===== config.mk =====
export PLATFORM = sky130hd
export DESIGN_NAME = rr_arbiter8_flat
export DESIGN_NICKNAME = d
export VERILOG_FILES = /design/src/rtl/rr_arbiter8_pkg.sv /design/src/rtl/rr_arbiter8_if.sv /design/src/rtl/decorder3to8.sv /design/src/rtl/rr_arbiter8.sv /design/src/flat_wrapper.sv
export SDC_FILE = /design/constraint.sdc
export NUM_CORES = 1
export LEC_CHECK = 0
export ABC_AREA = 1
export CORE_UTILIZATION = 55
export CTS_CLUSTER_DIAMETER = 30
export CTS_CLUSTER_SIZE = 14
export DETAILED_ROUTE_END_ITERATION = 12
export PLACE_DENSITY_LB_ADDON = 0.25
export SLEW_MARGIN = 20
export SYNTH_ARGS = -nofsm -noshare
export SYNTH_HDL_FRONTEND = slang
export SYNTH_SLANG_ARGS = --single-unit

===== constraint.sdc =====
create_clock -name clk -period 5.2 [get_ports clk]
set_input_delay 1.04 -clock clk [delete_from_list [all_inputs] [get_ports clk]]
set_output_delay 1.04 -clock clk [all_outputs]
set_load 0.1 [all_outputs]

===== src/rtl/rr_arbiter8_pkg.sv =====
// rtl/rr_arbiter8_pkg.sv - shared constants, state encoding and round-robin pick for rr_arbiter8
package rr_arbiter8_pkg;

    localparam int N_REQ        = 8;
    localparam int IDX_W        = 3;
    localparam int MAX_HOLD_DEF = 15;
    localparam int HOLD_W_DEF   = 4;

    typedef enum logic [1:0] {
        ST_IDLE  = 2'd0,
        ST_GRANT = 2'd1,
        ST_GAP   = 2'd2
    } state_t;

    // First requester at or after ptr, wrapping modulo N_REQ through the IDX_W-bit add
    function automatic logic [IDX_W-1:0] rr_pick(input logic [N_REQ-1:0] req,
                                                 input logic [IDX_W-1:0] ptr);
        logic [IDX_W-1:0] cand;
        logic [IDX_W-1:0] result;
        logic             found;
        result = ptr;
        found  = 1'b0;
        for (int k = 0; k < N_REQ; k++) begin
            cand = ptr + IDX_W'(k);
            if (!found && req[cand]) begin
                result = cand;
                found  = 1'b1;
            end
        end
        return result;
    endfunction

endpackage


===== src/rtl/rr_arbiter8_if.sv =====
// rtl/rr_arbiter8_if.sv - request/grant bundle between clients and rr_arbiter8
interface rr_arbiter8_if;
    import rr_arbiter8_pkg::*;

    logic [N_REQ-1:0] req;
    logic             done;
    logic [N_REQ-1:0] grant;
    logic [IDX_W-1:0] grant_idx;
    logic             grant_valid;
    logic             timeout;

    modport master (
        output req, done,
        input  grant, grant_idx, grant_valid, timeout
    );

    modport slave (
        input  req, done,
        output grant, grant_idx, grant_valid, timeout
    );

endinterface


===== src/rtl/decorder3to8.sv =====
// rtl/decorder3to8.sv - 3-to-8 one-hot decoder
module decorder3to8 (
    input  logic [2:0] A,
    output logic [7:0] Y
);

    assign Y = 8'b0000_0001 << A;

endmodule


===== src/rtl/rr_arbiter8.sv =====
// rtl/rr_arbiter8.sv - 8-way round-robin arbiter with one dead cycle between owners and bounded hold
module rr_arbiter8
    import rr_arbiter8_pkg::*;
#(
    parameter int MAX_HOLD = MAX_HOLD_DEF,
    parameter int HOLD_W   = HOLD_W_DEF
) (
    input  logic          clk,
    input  logic          rst,
    rr_arbiter8_if.slave  bus
);

    state_t            state, state_n;
    logic [IDX_W-1:0]  ptr, ptr_n;
    logic [IDX_W-1:0]  idx, idx_n;
    logic [HOLD_W-1:0] hold, hold_n;
    logic              valid, valid_n;
    logic              tmo, tmo_n;
    logic              owner_req;
    logic              hold_lim;
    logic [N_REQ-1:0]  raw_grant;

    always_ff @(posedge clk or posedge rst) begin
        if (rst) begin
            state <= ST_IDLE;
            ptr   <= '0;
            idx   <= '0;
            hold  <= '0;
            valid <= 1'b0;
            tmo   <= 1'b0;
        end else begin
            state <= state_n;
            ptr   <= ptr_n;
            idx   <= idx_n;
            hold  <= hold_n;
            valid <= valid_n;
            tmo   <= tmo_n;
        end
    end

    assign owner_req = bus.req[idx];
    assign hold_lim  = (hold == HOLD_W'(MAX_HOLD - 1));

    always_comb begin
        state_n = state;
        ptr_n   = ptr;
        idx_n   = idx;
        hold_n  = hold;
        valid_n = valid;
        tmo_n   = 1'b0;
        case (state)
            ST_IDLE, ST_GAP: begin
                if (|bus.req) begin
                    idx_n   = rr_pick(bus.req, ptr);
                    valid_n = 1'b1;
                    hold_n  = '0;
                    state_n = ST_GRANT;
                end else begin
                    state_n = ST_IDLE;
                end
            end
            ST_GRANT: begin
                if (bus.done || !owner_req || hold_lim) begin
                    valid_n = 1'b0;
                    ptr_n   = idx + 1'b1;
                    state_n = ST_GAP;
                    // A voluntary release on the limit cycle is not reported as a timeout
                    tmo_n   = hold_lim && !bus.done && owner_req;
                end else begin
                    hold_n  = hold + 1'b1;
                end
            end
            default: begin
                state_n = ST_IDLE;
                valid_n = 1'b0;
            end
        endcase
    end

    decorder3to8 u_dec (
        .A (idx),
        .Y (raw_grant)
    );

    assign bus.grant       = raw_grant & {N_REQ{valid}};
    assign bus.grant_idx   = idx;
    assign bus.grant_valid = valid;
    assign bus.timeout     = tmo;

endmodule


===== src/flat_wrapper.sv =====
// flat-port wrapper written by rule: the top's interface ports become plain ports
module rr_arbiter8_flat import rr_arbiter8_pkg::*;
#(
    parameter int MAX_HOLD = MAX_HOLD_DEF,
    parameter int HOLD_W   = HOLD_W_DEF
)
  (clk, rst, bus_req, bus_done, bus_grant, bus_grant_idx, bus_grant_valid, bus_timeout);
  rr_arbiter8_if bus_i ();
  input  logic clk;
  input  logic rst;
  input wire logic [$bits(bus_i.req)-1:0] bus_req;
  input wire logic [$bits(bus_i.done)-1:0] bus_done;
  output wire logic [$bits(bus_i.grant)-1:0] bus_grant;
  output wire logic [$bits(bus_i.grant_idx)-1:0] bus_grant_idx;
  output wire logic [$bits(bus_i.grant_valid)-1:0] bus_grant_valid;
  output wire logic [$bits(bus_i.timeout)-1:0] bus_timeout;
  assign bus_i.req = bus_req;
  assign bus_i.done = bus_done;
  assign bus_grant = bus_i.grant;
  assign bus_grant_idx = bus_i.grant_idx;
  assign bus_grant_valid = bus_i.grant_valid;
  assign bus_timeout = bus_i.timeout;
  rr_arbiter8 #(.MAX_HOLD(MAX_HOLD), .HOLD_W(HOLD_W)) u_core (.clk(clk), .rst(rst), .bus(bus_i));
endmodule

==> results_tabular.tex <==
\begin{tabular}{lr}
\hline
Metric & Value \\
\hline
\multicolumn{2}{l}{\textbf{STA}} \\
\quad Setup skew after layout & 0.00105 ns \\
\quad Headroom to the max-slew limit & 34.7\% \\
\quad Max-slew violation total from the final report & 0 \\
\quad Setup violators final & 0 \\
\quad Shortest period the worst path allows & 3.42 ns \\
\quad Slew @ Worst Pin & 0.976 ns \\
\quad Total negative slack & 0 ns \\
\quad Final cycle utilization of the critical path & 65.7\% \\
\quad Final hold violation count & 0 \\
\quad Max Fclk & 293 MHz \\
\quad Setup repair after global routing missed its margin & no \\
\multicolumn{2}{l}{\textbf{Worst setup path}} \\
\quad Worst reg2reg endpoint & u\_core.bus.grant\_idx[2] \\
\quad Reg2reg setup slack & 2.44 ns \\
\quad CP cell instances & ha\_1 -> ha\_1 -> nand2\_1 -> inv\_1 -> clkdlybuf4s50\_1 \\
\quad Crit-path max cell delay & approximately 1.1 ns \\
\quad Number of cell instances on the worst register-to-register path & 18 \\
\quad Worst Path Class, Setup & reg2out \\
\quad Max Fanout on Critical Path & 9 \\
\quad Most frequent cell on the critical path & sky130\_fd\_sc\_hd\_\_ha\_1 \\
\quad Critical path data arrival time & 2.38 ns \\
\quad Cell family with most CP delay & buffers and inverters \\
\quad Required arrival time at the worst endpoint & 4.16 ns \\
\quad Kind of capture point of the worst setup path & output pin \\
\quad Kind of start point of the critical path & flop \\
\quad CP max-delay cell & sky130\_fd\_sc\_hd\_\_clkdlybuf4s50\_1 \\
\quad Crit path buffers/inverters & 2 \\
\quad Launching point of the worst reg2reg path & u\_core.ptr[1] \\
\multicolumn{2}{l}{\textbf{Drt}} \\
\quad Final wirelength & 3.24 mm \\
\quad ANT nets after route & 0 \\
\quad Vias & 1,507 \\
\quad Residual DRC & 0 \\
\quad DRC violation total after the first TritonRoute iteration & 42 \\
\quad Post-detailed-route via-to-cell ratio & between 5 and 6 \\
\quad Average detailed-routed wire length per instance & around 11 um \\
\quad Length of the first detailed-routing pass in iterations & 4 \\
\multicolumn{2}{l}{\textbf{Yosys}} \\
\quad Commonest cells in the synthesized netlist & 73 x sky130\_fd\_sc\_hd\_\_nand2\_1, 38 x sky130\_fd\_sc\_hd\_\_nand3\_1, 23 x sky130\_fd\_sc\_hd\_\_nor2\_1 \\
\quad Top area cells in the synthesized netlist & sky130\_fd\_sc\_hd\_\_dfrtp\_1 23\%, sky130\_fd\_sc\_hd\_\_nand2\_1 18\%, sky130\_fd\_sc\_hd\_\_nand3\_1 13\% \\
\quad Yosys Warn Count & 0 \\
\quad Area share of the leading cell type in the synthesized netlist & 23.1\% \\
\quad Mapped Nets & 253 \\
\quad Sequential element share of the synthesized area & 23.1\% \\
\quad Async set-reset flop share out of synthesis & between 90\% and 100\% \\
\quad Count of cell types in the netlist & 29 \\
\quad Synthesis-stage register bit count & 14 \\
\quad Cell type with the largest total area after synthesis & sky130\_fd\_sc\_hd\_\_dfrtp\_1 \\
\quad Netlist area before placement & 1510 sq um \\
\quad Post-synth top flop & sky130\_fd\_sc\_hd\_\_dfrtp\_1 \\
\quad Gate count after technology mapping & 232 \\
\quad Average instance area after synthesis & 6.53 sq um \\
\quad Leading cell type by number of instances after synthesis & sky130\_fd\_sc\_hd\_\_nand2\_1 \\
\quad Post-synth EDFFs & 0 \\
\multicolumn{2}{l}{\textbf{GRT}} \\
\quad Largest net degree at the start of global routing & 15 \\
\quad Layer with the highest usage after global routing & met2 \\
\quad Overall fraction of global-route tracks in use & 24.0\% \\
\quad Met3 layer usage reported by global route & $\sim$1.4\% \\
\quad Number of antenna violations at the first check in global routing & 0 \\
\quad First-pass GRT wire length & 5.23 mm \\
\quad Global route total overflow & 0 \\
\quad Vias in the first global route & 1,248 \\
\quad Routing usage on met2 & 39.8\% \\
\quad Fraction of met1 tracks used by global routing & 34.0\% \\
\multicolumn{2}{l}{\textbf{Status}} \\
\quad Status & completed \\
\multicolumn{2}{l}{\textbf{CTS}} \\
\quad Maximum number of buffers from clock root to sink & 2 \\
\quad TritonCTS clock tree & done \\
\quad Postcts setup bufs & 0 \\
\quad Root buf cell & sky130\_fd\_sc\_hd\_\_clkbuf\_4 \\
\quad Htree depth & 1 \\
\quad Number of sinks driven by the clock tree & 14 \\
\quad Hold buffer count at cts & 0 \\
\quad Count of instances resized after the clock tree is built & 0 \\
\quad Number of buffers created by CTS & 3 \\
\quad Clk\_lat worst skew & 0.28 ns \\
\quad Clock transition time at the flip-flop clock pins of the worst setup and hold paths & 0.08 ns \\
\multicolumn{2}{l}{\textbf{Floorplan}} \\
\quad Initial Util & 59.5\% \\
\quad Die area & 2970 sq um \\
\quad Number of top-level pins & 24 \\
\quad Core box area & 2540 sq um \\
\quad Chip Height & 54.5 um \\
\quad Die Span X & between 50 and 60 um \\
\quad Standard-cell row count & 18 \\
\multicolumn{2}{l}{\textbf{Placement}} \\
\quad Weighted congestion reported at the end of routability-driven placement & between 0.8 and 0.9 \\
\quad Detailed placement HPWL & between 2 and 3 mm \\
\quad Port bufs & 23 \\
\multicolumn{2}{l}{\textbf{Worst hold path}} \\
\quad Worst min-delay path endpoint & u\_core.hold[2] \\
\quad Hold Path Cell Cnt & 2 \\
\quad Class of the most critical hold timing path & reg2reg \\
\quad Min-delay src & u\_core.state[0] \\
\multicolumn{2}{l}{\textbf{Cells and area}} \\
\quad Final-layout fill cell count & 230 \\
\quad Signed area change from the synthesized netlist to the final layout & 17.9\% \\
\quad Share of cells above drive strength 1 & between 10 and 15\% \\
\quad Final Net Count & $\sim$280 \\
\quad Number of antenna diodes & 0 \\
\multicolumn{2}{l}{\textbf{Run}} \\
\quad Number of maximum-capacitance constraint violations & 0 \\
\hline
\end{tabular}
## cells by family (layout without fill, tap and decap cells)
| logic type | Yosys count | in the layout | share of synthesized area, % |
|---|---|---|---|
| adders and majority gates | 10 | 10 | 8.26 |
| and+or+nand+nor | 150 | 150 | 46.4 |
| DFF | 14 | 14 | 23.1 |
| xor gates and xnor gates | 7 | 7 | 5.54 |
| AOI/OAI and AO/OA | 21 | 21 | 7.69 |
| buffers and inverters | 30 | 54 | 8.92 |
## layout by cell type (no fill, tap or decap), types with 6 or more instances in the layout
cell type / count
sky130_fd_sc_hd__clkdlybuf4s50_1: 23
sky130_fd_sc_hd__nand3_1: 38
sky130_fd_sc_hd__nor2_1: 23
sky130_fd_sc_hd__dfrtp_1: 14
sky130_fd_sc_hd__inv_2: 6
sky130_fd_sc_hd__inv_1: 20
sky130_fd_sc_hd__o21ai_1: 6
sky130_fd_sc_hd__o21ai_0: 6
sky130_fd_sc_hd__nand2_1: 73
sky130_fd_sc_hd__ha_1: 10
## layout make-up
cell class | count | area (sq um) | area share (%)
timing repair buffer | 23 | 230 | 12.9
tap | 30 | 37.5 | 2.10
inverter | 27 | 101 | 5.68
sequential | 14 | 350 | 19.6
clock buffer | 4 | 36.3 | 2.03
multi-input combinational | 188 | 1030 | 57.6
## state kept, by name, summed over array words and instances (netlist names)
signal / cells
u_core.bus.grant_valid: 1
u_core.bus.timeout: 1
u_core.bus.grant_idx: 3
u_core.state: 2
u_core.ptr: 3
u_core.hold: 4
## layer usage
| layer | routed length, um | up-vias |
|---|---|---|
| li1 | - | 799 |
| met1 | 1580 | 662 |
| met2 | 1440 | 43 |
| met3 | 200 | 3 |
| met4 | 19 | 0 |
| met5 | 0 | - |
## worst register-to-register path: stages (launching register included)
cell                      delay (ns)
sky130_fd_sc_hd__dfrtp_1        0.63
sky130_fd_sc_hd__inv_2          0.14
sky130_fd_sc_hd__ha_1           0.41
sky130_fd_sc_hd__inv_1          0.21
sky130_fd_sc_hd__nand3_1        0.17
sky130_fd_sc_hd__nand2_1        0.09
sky130_fd_sc_hd__nand2_1        0.06
sky130_fd_sc_hd__nand2_2        0.10
sky130_fd_sc_hd__nand2_4        0.07
sky130_fd_sc_hd__nor2_8         0.12
sky130_fd_sc_hd__nand2_4        0.08
sky130_fd_sc_hd__nor2_8         0.11
sky130_fd_sc_hd__nand2_2        0.09
sky130_fd_sc_hd__o21ai_1        0.13
sky130_fd_sc_hd__inv_1          0.05
sky130_fd_sc_hd__nand2_1        0.06
sky130_fd_sc_hd__nand2_1        0.04
sky130_fd_sc_hd__nand2_1        0.05
sky130_fd_sc_hd__nand2_1        0.05
## worst max-delay path by stage
stage / start / to / slack (ns) / cells after the start
2_1_floorplan: u_core.bus.grant_idx[0] / bus_grant[1] / 1.56 / 3
3_3_place_gp: u_core.bus.grant_idx[0] / bus_grant[3] / 2.12 / 5
3_5_place_dp: u_core.bus.grant_idx[0] / bus_grant[7] / 2.09 / 5
4_1_cts: u_core.bus.grant_idx[0] / bus_grant[7] / 1.78 / 5
5_1_grt: u_core.bus.grant_idx[0] / bus_grant[3] / 1.64 / 5
6_report: u_core.bus.grant_idx[0] / bus_grant[7] / 1.78 / 5
## per-stage QoR
step / std cells / hold slack (ns) / setup slack, ns / area (sq um) / utilization, %
2_1_floorplan: 232 / 0.510 / 1.56 / 1510 / -
3_3_place_gp: 282 / 0.544 / 2.12 / 1750 / 68.7
3_5_place_dp: 282 / 0.558 / 2.09 / 1750 / 68.7
4_1_cts: 286 / 0.570 / 1.78 / 1780 / 70.1
5_1_grt: 286 / 0.585 / 1.64 / 1780 / 70.1
6_report: 286 / 0.574 / 1.78 / 1780 / 70.1
Power is left out: the tool's default activity adds up to more than one toggle a clock period on the data nets, which glitch-free logic cannot reach.
